==> src/rtl/pipeline_hazard_ctrl_pkg.sv <==
// Shared constants and types for the pipeline stall/bubble sequencer.
// Stall bit positions, register address bus width and controller state encodings.
package pipeline_hazard_ctrl_pkg;

  localparam int unsigned StallW     = 6;
  localparam int unsigned StallPC    = 0;
  localparam int unsigned StallIFID  = 1;
  localparam int unsigned StallIDEX  = 2;
  localparam int unsigned StallEXMEM = 3;
  localparam int unsigned StallWB    = 4;

  localparam int unsigned RegAddrBus = 4;
  localparam int unsigned RegZero    = 0;

  // Hold patterns: fetch-only, load-use (front three), memory freeze (all live stages)
  localparam logic [StallW-1:0] StallFetch   = StallW'(1) << StallPC;
  localparam logic [StallW-1:0] StallLoadUse = StallFetch
                                             | (StallW'(1) << StallIFID)
                                             | (StallW'(1) << StallIDEX);
  localparam logic [StallW-1:0] StallMem     = StallLoadUse
                                             | (StallW'(1) << StallEXMEM)
                                             | (StallW'(1) << StallWB);

  typedef enum logic {
    CtrlRun     = 1'b0,
    CtrlMemWait = 1'b1
  } ctrl_state_e;

endpackage

==> src/rtl/pipeline_hazard_ctrl_hazard_detect.sv <==
// Combinational load-use comparator between ID source operands and the EX destination.
// Kept standalone so a branch-in-ID hazard check can reuse it.
module hazard_detect
  import pipeline_hazard_ctrl_pkg::*;
#(
  parameter int unsigned ADDR_W   = RegAddrBus,
  parameter int unsigned REG_ZERO = RegZero
) (
  input  logic              re1,
  input  logic [ADDR_W-1:0] raddr1,
  input  logic              re2,
  input  logic [ADDR_W-1:0] raddr2,
  input  logic              we,
  input  logic [ADDR_W-1:0] waddr,
  input  logic              is_load,
  output logic              load_use_c
);

  logic dst_valid;
  logic hit1;
  logic hit2;

  always_comb begin
    dst_valid  = is_load && we && (waddr != ADDR_W'(REG_ZERO));
    hit1       = re1 && (raddr1 == waddr);
    hit2       = re2 && (raddr2 == waddr);
    load_use_c = dst_valid && (hit1 || hit2);
  end

endmodule

==> src/rtl/pipeline_hazard_ctrl.sv <==
// Stall/bubble sequencer for the 5-stage pipeline: memory structural stalls,
// load-use stalls, memory-wait timeout and a saturating stall-cycle counter.
module pipeline_hazard_ctrl
  import pipeline_hazard_ctrl_pkg::*;
#(
  parameter int unsigned ADDR_W   = RegAddrBus,
  parameter int unsigned REG_ZERO = RegZero,
  parameter int unsigned MAX_WAIT = 15,
  parameter int unsigned CNT_W    = 16
) (
  input  logic              clk,
  input  logic              rst,
  input  logic              id_re1,
  input  logic [ADDR_W-1:0] id_raddr1,
  input  logic              id_re2,
  input  logic [ADDR_W-1:0] id_raddr2,
  input  logic              ex_we,
  input  logic [ADDR_W-1:0] ex_waddr,
  input  logic              ex_is_load,
  input  logic              mem_req,
  input  logic              mem_ready,
  output logic [StallW-1:0] stall,
  output logic              bubble_ifid,
  output logic              bubble_idex,
  output logic              bubble_memwb,
  output logic              mem_timeout,
  output logic [CNT_W-1:0]  stall_cnt
);

  localparam int unsigned WaitW = $clog2(MAX_WAIT + 1);

  ctrl_state_e      state;
  ctrl_state_e      next_state;
  logic [WaitW-1:0] wait_cnt;
  logic [WaitW-1:0] wait_nxt;
  logic             timeout_set;
  logic             load_use;

  hazard_detect #(
    .ADDR_W   (ADDR_W),
    .REG_ZERO (REG_ZERO)
  ) u_hazard_detect (
    .re1        (id_re1),
    .raddr1     (id_raddr1),
    .re2        (id_re2),
    .raddr2     (id_raddr2),
    .we         (ex_we),
    .waddr      (ex_waddr),
    .is_load    (ex_is_load),
    .load_use_c (load_use)
  );

  // Next state and zero-latency stage controls; memory beats load-use
  always_comb begin
    next_state   = state;
    wait_nxt     = wait_cnt;
    timeout_set  = 1'b0;
    stall        = '0;
    bubble_ifid  = 1'b0;
    bubble_idex  = 1'b0;
    bubble_memwb = 1'b0;

    case (state)
      CtrlRun: begin
        wait_nxt = '0;
        if (mem_req && mem_ready) begin
          stall       = StallFetch;
          bubble_ifid = 1'b1;
        end else if (mem_req) begin
          stall        = StallMem;
          bubble_memwb = 1'b1;
          next_state   = CtrlMemWait;
          wait_nxt     = WaitW'(1);
        end else if (load_use) begin
          stall       = StallLoadUse;
          bubble_idex = 1'b1;
        end
      end

      CtrlMemWait: begin
        if (mem_ready) begin
          stall       = StallFetch;
          bubble_ifid = 1'b1;
          next_state  = CtrlRun;
          wait_nxt    = '0;
        end else if (wait_cnt >= WaitW'(MAX_WAIT)) begin
          // Give up on the access and let fetch resume
          stall       = StallFetch;
          bubble_ifid = 1'b1;
          timeout_set = 1'b1;
          next_state  = CtrlRun;
          wait_nxt    = '0;
        end else begin
          stall        = StallMem;
          bubble_memwb = 1'b1;
          wait_nxt     = wait_cnt + WaitW'(1);
        end
      end

      default: begin
        next_state = CtrlRun;
        wait_nxt   = '0;
      end
    endcase

    if (rst) begin
      stall        = '0;
      bubble_ifid  = 1'b0;
      bubble_idex  = 1'b0;
      bubble_memwb = 1'b0;
    end
  end

  // State, wait counter, sticky timeout and saturating stall counter
  always_ff @(posedge clk) begin
    if (rst) begin
      state       <= CtrlRun;
      wait_cnt    <= '0;
      mem_timeout <= 1'b0;
      stall_cnt   <= '0;
    end else begin
      state    <= next_state;
      wait_cnt <= wait_nxt;
      if (timeout_set) begin
        mem_timeout <= 1'b1;
      end
      if (stall[StallPC] && (stall_cnt != '1)) begin
        stall_cnt <= stall_cnt + CNT_W'(1);
      end
    end
  end

endmodule
==> config.mk <==
export PLATFORM = sky130hd
export DESIGN_NAME = pipeline_hazard_ctrl
export DESIGN_NICKNAME = d
export VERILOG_FILES = /design/src/rtl/pipeline_hazard_ctrl_pkg.sv /design/src/rtl/pipeline_hazard_ctrl_hazard_detect.sv /design/src/rtl/pipeline_hazard_ctrl.sv
export SDC_FILE = /design/constraint.sdc
export NUM_CORES = 1
export LEC_CHECK = 0
export CORE_MARGIN = 2
export CORE_UTILIZATION = 45
export DETAILED_ROUTE_END_ITERATION = 10
export HOLD_SLACK_MARGIN = 0.1
export PLACE_DENSITY_LB_ADDON = 0.25
export SLEW_MARGIN = 20
export SYNTH_ARGS = -nofsm -noshare
export SYNTH_HDL_FRONTEND = slang
export SYNTH_SLANG_ARGS = --single-unit
==> constraint.sdc <==
create_clock -name clk -period 2.6 [get_ports clk]
set_clock_uncertainty 0.15 [all_clocks]
set_input_delay 0.52 -clock clk [delete_from_list [all_inputs] [get_ports clk]]
set_output_delay 0.52 -clock clk [all_outputs]
set_load 0.02 [all_outputs]
==> results of run 1 <==
[cell type report]
| class | count | area share [%] |
|---|---|---|
| multi-input cells | 116 | 45.9 |
| repair buffers | 55 | 26.5 |
| flip-flops and latches | 22 | 24.0 |
| well taps | 31 | 2.12 |
| clock buffers | 3 | 1.23 |
| inverters | 1 | 0.205 |
[power by group through the flow]
stage / clock network, mW / logic [mW] / registers, mW
after global routing: 0.169 / 0.127 / 0.350
after global placement: 0 / 0.117 / 0.356
after floorplan: 0 / 0.0605 / 0.357
after CTS: 0.158 / 0.117 / 0.349
after detailed placement: 0 / 0.121 / 0.357
final: 0.152 / 0.118 / 0.349
[repair_timing]
action | 4_1_cts | 5_1_grt
pin swaps | 12 | 5
endpoints found under the setup margin | 19 | 8
gates resized for setup | 52 | 9
[metal layers]
| metal | share of wire [%] | up-vias |
|---|---|---|
| met5 | 0 | - |
| li1 | - | 638 |
| met4 | 0.50 | 0 |
| met2 | 56 | 35 |
| met3 | 4.5 | 2 |
| met1 | 39 | 654 |
[worst max-delay path by stage]
| stage | to | startpoint | slack, ns | cells past startpoint |
|---|---|---|---|---|
| after floorplan | stall[2] | ex_waddr[0] | 0.08 | 7 |
| after CTS | bubble_ifid | rst | 0.008 | 5 |
| after global routing | stall[4] | rst | 0.01 | 5 |
| after global placement | stall[1] | ex_waddr[0] | -0.67 | 8 |
| final | stall[0] | ex_waddr[1] | 0.1 | 8 |
| after detailed placement | stall[2] | ex_waddr[0] | -0.73 | 8 |
[flip-flops by register name, summed over array words and instances (netlist names)]
register     flops
state            1
mem_timeout      1
stall_cnt       16
wait_cnt         4
[cell usage in the layout, fill, tap and decap left out, types with 4 or more instances in the layout]
cell type	n
nor2_1	11
buf_4	12
o21ai_0	6
dfxtp_1	22
or4_1	4
a21oi_1	10
buf_2	4
or3_1	5
o31ai_1	4
nor3_2	5
nor2b_1	6
xor2_1	7
dlygate4sd2_1	12
nand3_1	7
nand2_1	5
clkdlybuf4s50_1	22
[worst max-delay path, delay by kind of cell]
family,cells,cell delay (ns)
xor gates and xnor gates,1,0.12
and+or+nand+nor,3,0.51
buffers and inverters,4,0.68
[cells by family after synthesis]
family / Yosys count / synth area share [%]
muxes: 7 / 6.72
xor gates and xnor gates: 10 / 6.62
DFF: 22 / 33.3
other: 1 / 0.284
and+or+nand+nor: 70 / 33.0
AOI/OAI and AO/OA: 26 / 11.5
adders and majority gates: 2 / 1.89
buffers and inverters: 14 / 6.62
[stage by stage]
stage | setup TNS, ns | instances | setup WS, ns
2_1_floorplan | 0 | 152 | 0.0755
3_3_place_gp | -7.43 | 225 | -0.667
3_5_place_dp | -9.80 | 225 | -0.727
4_1_cts | 0 | 228 | 0.00752
5_1_grt | 0 | 228 | 0.0140
6_report | 0 | 228 | 0.0959
==> summary by stage, run 1 <==
Setup path
Data on the critical path arrives at its endpoint at 1.83 ns. For the worst flop-to-flop path, the logic depth is 6. Walking the worst path, the cells encountered are clkdlybuf4s15_1 > buf_4 > xnor2_1 > and4_4 > buf_4 > nor4_4 > nor2_1 > buf_4. The largest stage delay on the critical path is 0.25 ns. The endpoint class of the critical path is an output pin. The most common cell type on the critical path is buf_4. The standard cell with the maximum stage delay on the critical path is nor4_4. The endpoint of the most critical register-to-register path is stall_cnt[2].

The critical path is of the in2out type. The worst register-to-register path begins at stall_cnt[7]. In this run the worst path has a maximum fanout of 2. The kind of launch point of the worst setup path is an input pin. The setup slack on the worst flop-to-flop path is 0.42 ns.

The required time of the worst setup path is 1.93 ns.

CTS
The number of buffers created by CTS is 3. The hold-fix buffer count after cts is 0. The clock drives 22 sinks. The cell sitting at the root of the clock tree is a clkbuf_4. The number of levels in the clock H-tree is 1.

TritonCTS built the clock tree. The number of setup buffers added after CTS is 0. Clock-pin slew was measured on the worst setup and hold paths at 0.12 ns. Clock latency on the worst-skew pair, taken at its later pin, is 0.30 ns. The longest clock path from root to sink contains 2 buffers.

STA
The tightest hold path in the finished design has a slack of 0.352 ns. The maximum achievable frequency is 399 MHz. Setup repair after global routing left no endpoint under its margin.

At the pin with the least slew margin, the transition time is 0.543 ns. Headroom to the max-slew limit came out at 63.7%. The final number of max-transition violations was 0. Setup violations remaining at the end of the flow were counted as 0. The minimum period implied by the final worst setup slack is 2.50 ns. The final clock period utilization by the worst path is 96.3%. The final count of hold timing violations is 0.

Min path
The end point of the worst hold path is stall_cnt[4]. The number of cells on the worst hold path is 2. The startpoint of the worst hold path is stall_cnt[4]. The path class of the tightest hold or removal check is reg2reg.

Final layout
The post-route netlist has 22.8% of its cells at a drive strength greater than 1. The count of filler cells inserted in the layout is 243. The net count of the finished layout is 221. The end-of-flow core utilization is 65.9%.

The final design instance area without fill is 1830 um2. The area growth from synthesis to layout is 38.5%. The repair_antennas step left the layout with diodes totalling 0. In the final layout, the multi-input gates occupy 841 um2.

The combined flip-flop and latch cell area is 440 um2.

Detailed routing
After detailed routing, the number of vias per cell comes to 5.83. The detailed-routing iteration count for the pre-antenna-repair pass is 4. The number of remaining DRC errors is 0. After detailed routing, the average wire length per cell comes to 14.8 um.

Summing over every cut layer, the via total after detailed routing is 1329. For this block, the routed nets add up to 3380 um of wire. Once detail routing completed, the nets flagged for antenna violations numbered 0.

After the first detailed-routing iteration, the DRC count stood at 40.

Synth
The post-synthesis instance area is 1320 um2. Counting distinct cell types in the post-synthesis netlist gives 44. Counting flops with a built-in enable in the synthesized netlist gives 0. In the post-synthesis netlist, the cell with the most instances is dfxtp_1. The number of cells produced by synthesis is 152. The number of nets handed over by synthesis was 174. The commonest cells after synthesis are 22 x dfxtp_1, 12 x nor2_1, 11 x a21oi_1.

The area share of the leading cell type in the synthesized netlist is 33.3%. Ranked by total cell area, the synthesized netlist is headed by dfxtp_1 33%, xor2_1 4.6%, a21oi_1 4.2%, mux2_4 3.4%, nor2_1 3.4%. Counting flops and latches in the post-synthesis netlist gives 22. After synthesis, flip-flops and latches occupy 33.3% of the total area.

The per-instance average area after synthesis is 8.70 um2. Of all flip-flops after synthesis, the portion carrying an async set or reset was 0%. The primary flip-flop cell chosen by synthesis mapping is dfxtp_1. The cell accounting for the most synthesized area is dfxtp_1. The count of yosys warnings during synthesis is 0.

Floorplan
In this run the standard cell core region covers 2780 um2. The die span in y is 58.2 um. The number of rows in the core area is 19. For this configuration, the core starts out at a cell density of 47.5%. 46 I/O pins were placed. The die outline width is 58.2 um.

The area enclosed by the die boundary is 3390 um2.

Pwr
The analysis attributes to cell leakage a power of 0.698 nW. The power share of the clock group is 24.6%. IR analysis of the VDD net gives a maximum drop of 0.397 mV.

Combinational logic burns 19.0% of the power. The analysis attributes to net switching a power of 0.167 mW. Internal power comes to 0.452 mW. Net switching is 26.9% of the power.

The post-route total power is 0.619 mW. Of the total power, registers draw 56.4%. The total power per unit cell area is 338 nW/um2.

GRT
Entering global routing, the biggest net connects 27 pins. met2 is the most crowded layer. The number of global-route vias before repair is 1296. For met3 alone, demand over resource in global routing was 4.91%.

For this run, the total global-route usage over all layers was measured as 20.8%. The met1 layer usage reported by global route is 22.9%. The aggregate global routing overflow is 0. The met2 usage in global routing is 39.8%. The number of antenna violations at the first check in global routing is 0. The first global-routing pass estimated 5500 um of wire.

Flow run
Across the run, the number of max-cap violations was 0.

Outcome
The flow ran to the end, and the final reports show no timing, DRC or antenna violations.

Placed design
Detailed placement ended at an HPWL of 2560 um. The port buffer count is 44. At the end of routability-driven placement, the weighted congestion stood at 0.778. The placed instance area is 1810 um2.
Power figures use the tool's default switching activity.
==> run 2: changes to the inputs <==
Settings changed: PLACE_DENSITY set to 0.8, PLACE_DENSITY_LB_ADDON 0.25 to unset.
==> summary by stage, run 2 (synthesized netlist as in run 1, its figures left out) <==
Outcome
The flow ran to the end, and the final reports show no timing, DRC or antenna violations.

Setup path
Data on the critical path arrives at its endpoint at 1.84 ns. The launch instance of the worst register-to-register path is stall_cnt[6]. The kind of launch point of the worst setup path is an input pin.

The number of buffers and inverters on the critical path is 2. The number of cells on the worst reg-to-reg path is 6. The setup slack on the worst flop-to-flop path is 0.42 ns. The kind of cell with the highest combined delay along the critical path is simple AND/OR/NAND/NOR gates. The category of the critical setup timing path is in2out.

For this run, the slowest stage of the critical path takes 0.29 ns. STA classifies the critical path endpoint as an output pin. The end of the critical path is stall[1]. The endpoint of the most critical register-to-register path is stall_cnt[15]. Counting stages on the worst path, the most repeated cell is nor3_2. At the worst endpoint, the required time is 1.93 ns. Of all nets on the critical path, the largest fanout is 2. The startpoint of the most critical setup path is id_raddr1[0]. The critical path depth is 8. The critical path goes through clkdlybuf4s15_1 > xor2_1 > nor3_2 > and4_4 > nor2_4 > nor3_2 > or2_4 > buf_6. The slowest stage of the critical path is the and4_4 cell.

CTS
The number of buffers created by CTS is 3. The buffers inserted during post-CTS setup optimization is 0. The clock net sink count is 22. The clock slew at the register clock pins of the worst setup and hold paths is 0.12 ns. The root buffer cell chosen for the clock tree is clkbuf_4. The number of levels in the clock H-tree is 1. The worst-skew pair later-pin latency is 0.32 ns. The TritonCTS clock tree is yes.

The maximum root-to-sink buffer count is 2. For this design, the CTS-stage hold fixing added 0 buffers.

Pwr
Of the total power, the share spent switching nets is 26.3%. Across the VDD grid, the largest voltage drop is 0.360 mV. For this design the total switching power over the nets is 0.173 mW. The static leakage is 0.706 nW. The post-route total power is 0.658 mW.

Power spread over the standard cell area amounts to 357 nW/um2. The share of total power in combinational logic is 17.8%. The internal power summed over all cells is 0.485 mW. The power share of the clock group is 29.2%. The sequential power share is 53.1%.

Floorplan
The I/O pin count is 46. The area of the core is 2780 um2. The floorplan step defined a die boundary enclosing 3390 um2.

The die is 58.2 um tall. In this run the core area contains 19 standard-cell rows. The starting density of the core is 47.5%.

Measured along the x axis, the die boundary spans 58.2 um.

STA
Setup repair after global routing left no endpoint under its margin. The final clock period utilization by the worst path is 96.5%. The maximum achievable frequency is 399 MHz. Setup slack closes at 0.0906 ns. The final number of max-transition violations is 0.

Setup total negative slack on the finished layout was measured at 0 ns. The final-layout worst hold slack is 0.350 ns. The routed design could run at a clock period as short as 2.51 ns. Setup violations remaining at the end of the flow were counted as 0.

The final count of hold timing violations is 0.

Final layout
Registers take 440 um2. The register with the most flip-flops in the layout has 16 of them. In the final design database the tool counted 219 nets. In the final layout, the registers with the most flip-flops are stall_cnt (16), wait_cnt (4).

The number of antenna diodes in the final layout is 0. The top cell types in the final layout, fill and taps aside, are 22 x dfxtp_1, 21 x clkdlybuf4s50_1, 12 x dlygate4sd2_1, 11 x nor2_1, 10 x a21oi_1. The register bank with the most flops is stall_cnt. The count of filler cells inserted in the layout is 246. Compared with the post-synthesis result, the final layout area differs by 39.5%. The share of final-layout standard cells stronger than drive strength 1 is 21.9%.

After the flow finishes, the layout carries non-filler instances totaling 227. The library cell used most frequently in the layout, excluding fill and tap cells, is dfxtp_1. Summing all multi-input logic gate instances after layout gives 837 um2.

GRT
The number of antenna violations at the first check in global routing is 0. Global routing used 21.5% of the available tracks. The first global-routing pass estimated 5600 um of wire.

The total overflow left after global routing is 0. Entering global routing, the biggest net connects 27 pins. The number of global-route vias before repair is 1256.

Detailed routing
In the final routing, the length of wire on met1 measures 1430 um. The wire length on met3 is 107 um. After detailed routing, the number of vias per cell comes to 5.59. The number of remaining DRC errors is 0. The detailed-route wire length is 3400 um. The top layer reached by signal wires is met4. The total via count in the routed design is 1269. After detailed routing, the average wire length per cell comes to 15.0 um. The number of antenna-violating nets in the routed design is 0.

The detailed-routing iteration count for the pre-antenna-repair pass is 4. The violation count after the first detailed-route iteration is 41. The met2 wire length is 1770 um.

Placed design
The final weighted congestion in routability-driven placement is 0.732. OpenSTA, run right after detailed placement, puts the worst setup slack at -0.674 ns. The port buffer count is 44. After legalization and detailed placement, the total HPWL measured 2510 um. The count of placed standard cells including taps is 223.

Flow run
The number of violations of the max-capacitance limit is 0.

Min path
The path class of the lowest-slack min-delay path is reg2reg.
run 2: routing by layer:
layer / vias up / track usage, %
li1: 634 / -
met1: 599 / 26.5
met2: 27 / 36.9
met3: 9 / 2.90
met4: 0 / 9.97
met5: - / 0
run 2: power groups by stage:
| stage | clock, mW | sequential (mW) | combinational (mW) |
|---|---|---|---|
| after floorplan | 0 | 0.357 | 0.0605 |
| after CTS | 0.196 | 0.349 | 0.113 |
| after global placement | 0 | 0.356 | 0.116 |
| final | 0.192 | 0.349 | 0.117 |
| after global routing | 0.210 | 0.351 | 0.126 |
| after detailed placement | 0 | 0.357 | 0.120 |
run 2: tightest hold or removal path, stage by stage, from the launching register on:
cell and delay [ns]:
dfxtp_1 0.35, a31oi_1 0.04, nor2_1 0.08
run 2: repair_timing:
action                     CTS  global route
gates resized for setup     48            12
setup endpoints to repair   11             7
gates cloned                 0             0
pin swaps                    6            10
run 2: cell type report:
class | instances | share of cell area, %
clock buffer | 4 | 1.97
timing repair buffer | 53 | 26.5
sequential | 22 | 23.9
tap | 31 | 2.10
multi-input combinational | 116 | 45.4
inverter | 1 | 0.204
run 2: worst min path at each step:
stage / from / to / slack [ns] / cells past startpoint
after floorplan: wait_cnt[2] / wait_cnt[2] / 0.34 / 2
after global placement: mem_timeout / mem_timeout / 0.31 / 2
after detailed placement: mem_timeout / mem_timeout / 0.33 / 2
after CTS: mem_timeout / mem_timeout / 0.36 / 2
after global routing: stall_cnt[4] / stall_cnt[4] / 0.39 / 2
final: mem_timeout / mem_timeout / 0.35 / 2
run 2: stage by stage:
stage,area [um2],utilization [%]
after floorplan,1330,-
after global placement,1790,64.4
after detailed placement,1790,64.4
after CTS,1820,65.3
after global routing,1840,66.3
final,1840,66.3
==> run 3: changes to the inputs <==
Settings changed: CORE_UTILIZATION 45 to 55, DONT_BUFFER_PORTS set to 1, PLACE_DENSITY 0.8 to 0.7.
==> summary by stage, run 3 (synthesized netlist as in run 1, its figures left out) <==
Outcome
The flow ran to the end, and the final reports show no timing, DRC or antenna violations.

Final layout
For this run, the post-layout net count is 176. The final design instance area without fill is 1390 um2. The share of final-layout standard cells stronger than drive strength 1 is 18.4%.

The number of diodes is 0. The number of flip-flops in the largest register is 16. The register bank with the most flops is stall_cnt. In the layout the commonest cells are 22 x dfxtp_1, 12 x nor2_1, 11 x a21oi_1, 8 x buf_4. The filler cells instantiated in the layout total 221. The end-of-flow core utilization is 62.3%. The largest registers in the layout are stall_cnt (16), wait_cnt (4). Relative to the synthesized area, the layout overhead comes to 5.20%. The library cell used most frequently in the layout, excluding fill and tap cells, is dfxtp_1.

Detailed routing
After detailed routing, the number of vias per cell comes to 6.28. The violation count after the first detailed-route iteration is 15. For this run, design rule violations remaining after detail routing come to 0. The detail route stage leaves a number of antenna-violating nets equal to 0. The routed layout has 1130 vias.

The routed wire length per instance is 15.9 um. The detailed-route wire length is 2860 um. The first TritonRoute pass finished after 4 iterations.

Setup path
STA classifies the critical path startpoint as an input pin. The buffering stage count on the worst path with inverters included is 1. In this run the worst path has a maximum fanout of 4.

Data on the critical path is required at its endpoint by 1.93 ns. The category of the critical setup timing path is in2out. On the worst path, the slowest cell contributes a delay of 0.38 ns. The number of cells on the worst reg-to-reg path is 6. The signal on the critical path passes through nor4_1 > nor3_1 > and4_4 > nor4_4 > nor2_1 > buf_4. The cell family contributing the most delay on the critical path is simple AND/OR/NAND/NOR gates. The endpoint class of the critical path is an output pin.

The critical path depth is 6. The worst register-to-register path has a setup slack of 0.29 ns. The standard cell with the maximum stage delay on the critical path is nor4_4. The data arrival time at the worst-slack endpoint is 1.69 ns.

STA
Once routing completed, OpenROAD measured the worst setup slack at 0.244 ns. Timing would allow up to 424 MHz. The final count of hold timing violations is 0. The total of endpoints with negative setup slack in the final report is 0. For the finished layout, the period the worst path requires is 2.36 ns. The final clock period utilization by the worst path is 90.6%.

Setup repair after global routing left no endpoint under its margin. At the pin with the least slew margin, the transition time is 0.564 ns. The final number of max-transition violations is 0. The total negative slack for setup checks is 0 ns.

Headroom to the max-slew limit came out at 62.3%.

Placed design
The half-perimeter wire length after detailed placement is 2130 um. The placed instance area is 1360 um2. The final weighted congestion in routability-driven placement is 0.769.

The post-place setup slack is 0.228 ns. Port buffering added 0 buffers.

GRT
Global routing used 22.4% of the available tracks across all layers. Entering global routing, the biggest net connects 29 pins. The first global-routing pass estimated 4550 um of wire. The number of global-route vias before repair is 1062.

The number of antenna violations at the first check in global routing was 0. After global routing the overflow that remains totals 0.

Flow run
The number of violations of the max-capacitance limit is 0.

Pwr
The switching component of the power is 0.148 mW. For this design the ratio of total power to cell area is 412 nW/um2. The static leakage is 0.490 nW. The share of total power in combinational logic is 11.0%. The internal power summed over all cells is 0.426 mW.

The switching power as a share of total power is 25.8%. Across the VDD grid, the largest voltage drop is 0.296 mV. The clock network burns 27.5% of the power. The sequential power share is 61.6%. Summing internal, switching and leakage power gives 0.574 mW.

Floorplan
In this run the standard cell core region covers 2230 um2. The number of rows in the core area is 17. The die outline width is 53.0 um. Once the floorplan was initialized, standard cells occupied 59.2% of the core.

The die covers 2810 um2. The I/O pin count is 46. The die span in y is 53.0 um.

Min path
Along the worst hold path, the cell count comes to 1. The worst hold path belongs to the class in2reg.

CTS
The TritonCTS clock tree is yes. Clock-pin slew was measured on the worst setup and hold paths at 0.12 ns. The number of levels in the clock H-tree is 1. Counting every sink on the clock net gives 22. The number of gates resized after CTS was 0.

Counting the buffers created by CTS gives 3. Hold repair after CTS inserted 0 buffers. CTS placed an instance of clkbuf_4 at the clock tree root.

In this run the deepest clock path goes through 2 buffers. The worst-skew pair later-pin latency is 0.31 ns. In this run the post-CTS setup repair buffer count came out at 0.
-- run 3: changes by cell type in the layout (fill, tap and decap cells not counted), moves of 2 or more --
cell	delta
clkdlybuf4s50_1	-21
buf_6	-3
clkdlybuf4s15_1	-2
nor3_2	-3
buf_2	-2
dlygate4sd2_1	-12
dlymetal6s2s_1	-2
nor3_1	+3
-- run 3: final cells by class --
class / instances / area, um2 / share of cell area, %
Tap cell: 28 / 35.0 / 2.52
Multi-Input combinational cell: 116 / 800 / 57.5
Sequential cell: 22 / 440 / 31.7
Inverter: 1 / 3.75 / 0.270
Clock buffer: 3 / 22.5 / 1.62
Timing Repair Buffer: 10 / 90.1 / 6.47
-- run 3: through the flow --
step	instances	hold WS, ns
3_5_place_dp	176	0.407
6_report	180	0.116
4_1_cts	179	0.106
2_1_floorplan	152	0.339
5_1_grt	180	0.103
3_3_place_gp	176	0.359
-- run 3: worst paths after layout --
path | startpoint | end
hold reg to reg | wait_cnt[2] | wait_cnt[2]
setup / recovery | ex_waddr[1] | stall[0]
setup reg to reg | stall_cnt[7] | stall_cnt[15]
hold / removal | rst | stall_cnt[3]
-- run 3: routing by layer --
layer	track usage [%]	vias up	wire length, um
li1	-	549	-
met1	26.8	530	1280
met2	39.2	46	1340
met3	4.80	5	192
met4	7.69	0	41
met5	0	-	0
-- run 3: power by group through the flow --
stage / clock network (mW) / registers, mW / logic (mW)
final: 0.158 / 0.353 / 0.0628
after global placement: 0 / 0.361 / 0.0583
after CTS: 0.163 / 0.353 / 0.0604
after global routing: 0.175 / 0.354 / 0.0698
after detailed placement: 0 / 0.361 / 0.0601
after floorplan: 0 / 0.357 / 0.0605
-- run 3: worst register-to-register path, cell delays in order (launching register included) --
cell,delay [ns]
dfxtp_1,0.54
and4_1,0.32
nand3_2,0.14
or2_1,0.29
or3_1,0.38
or3_1,0.31
a21oi_1,0.13
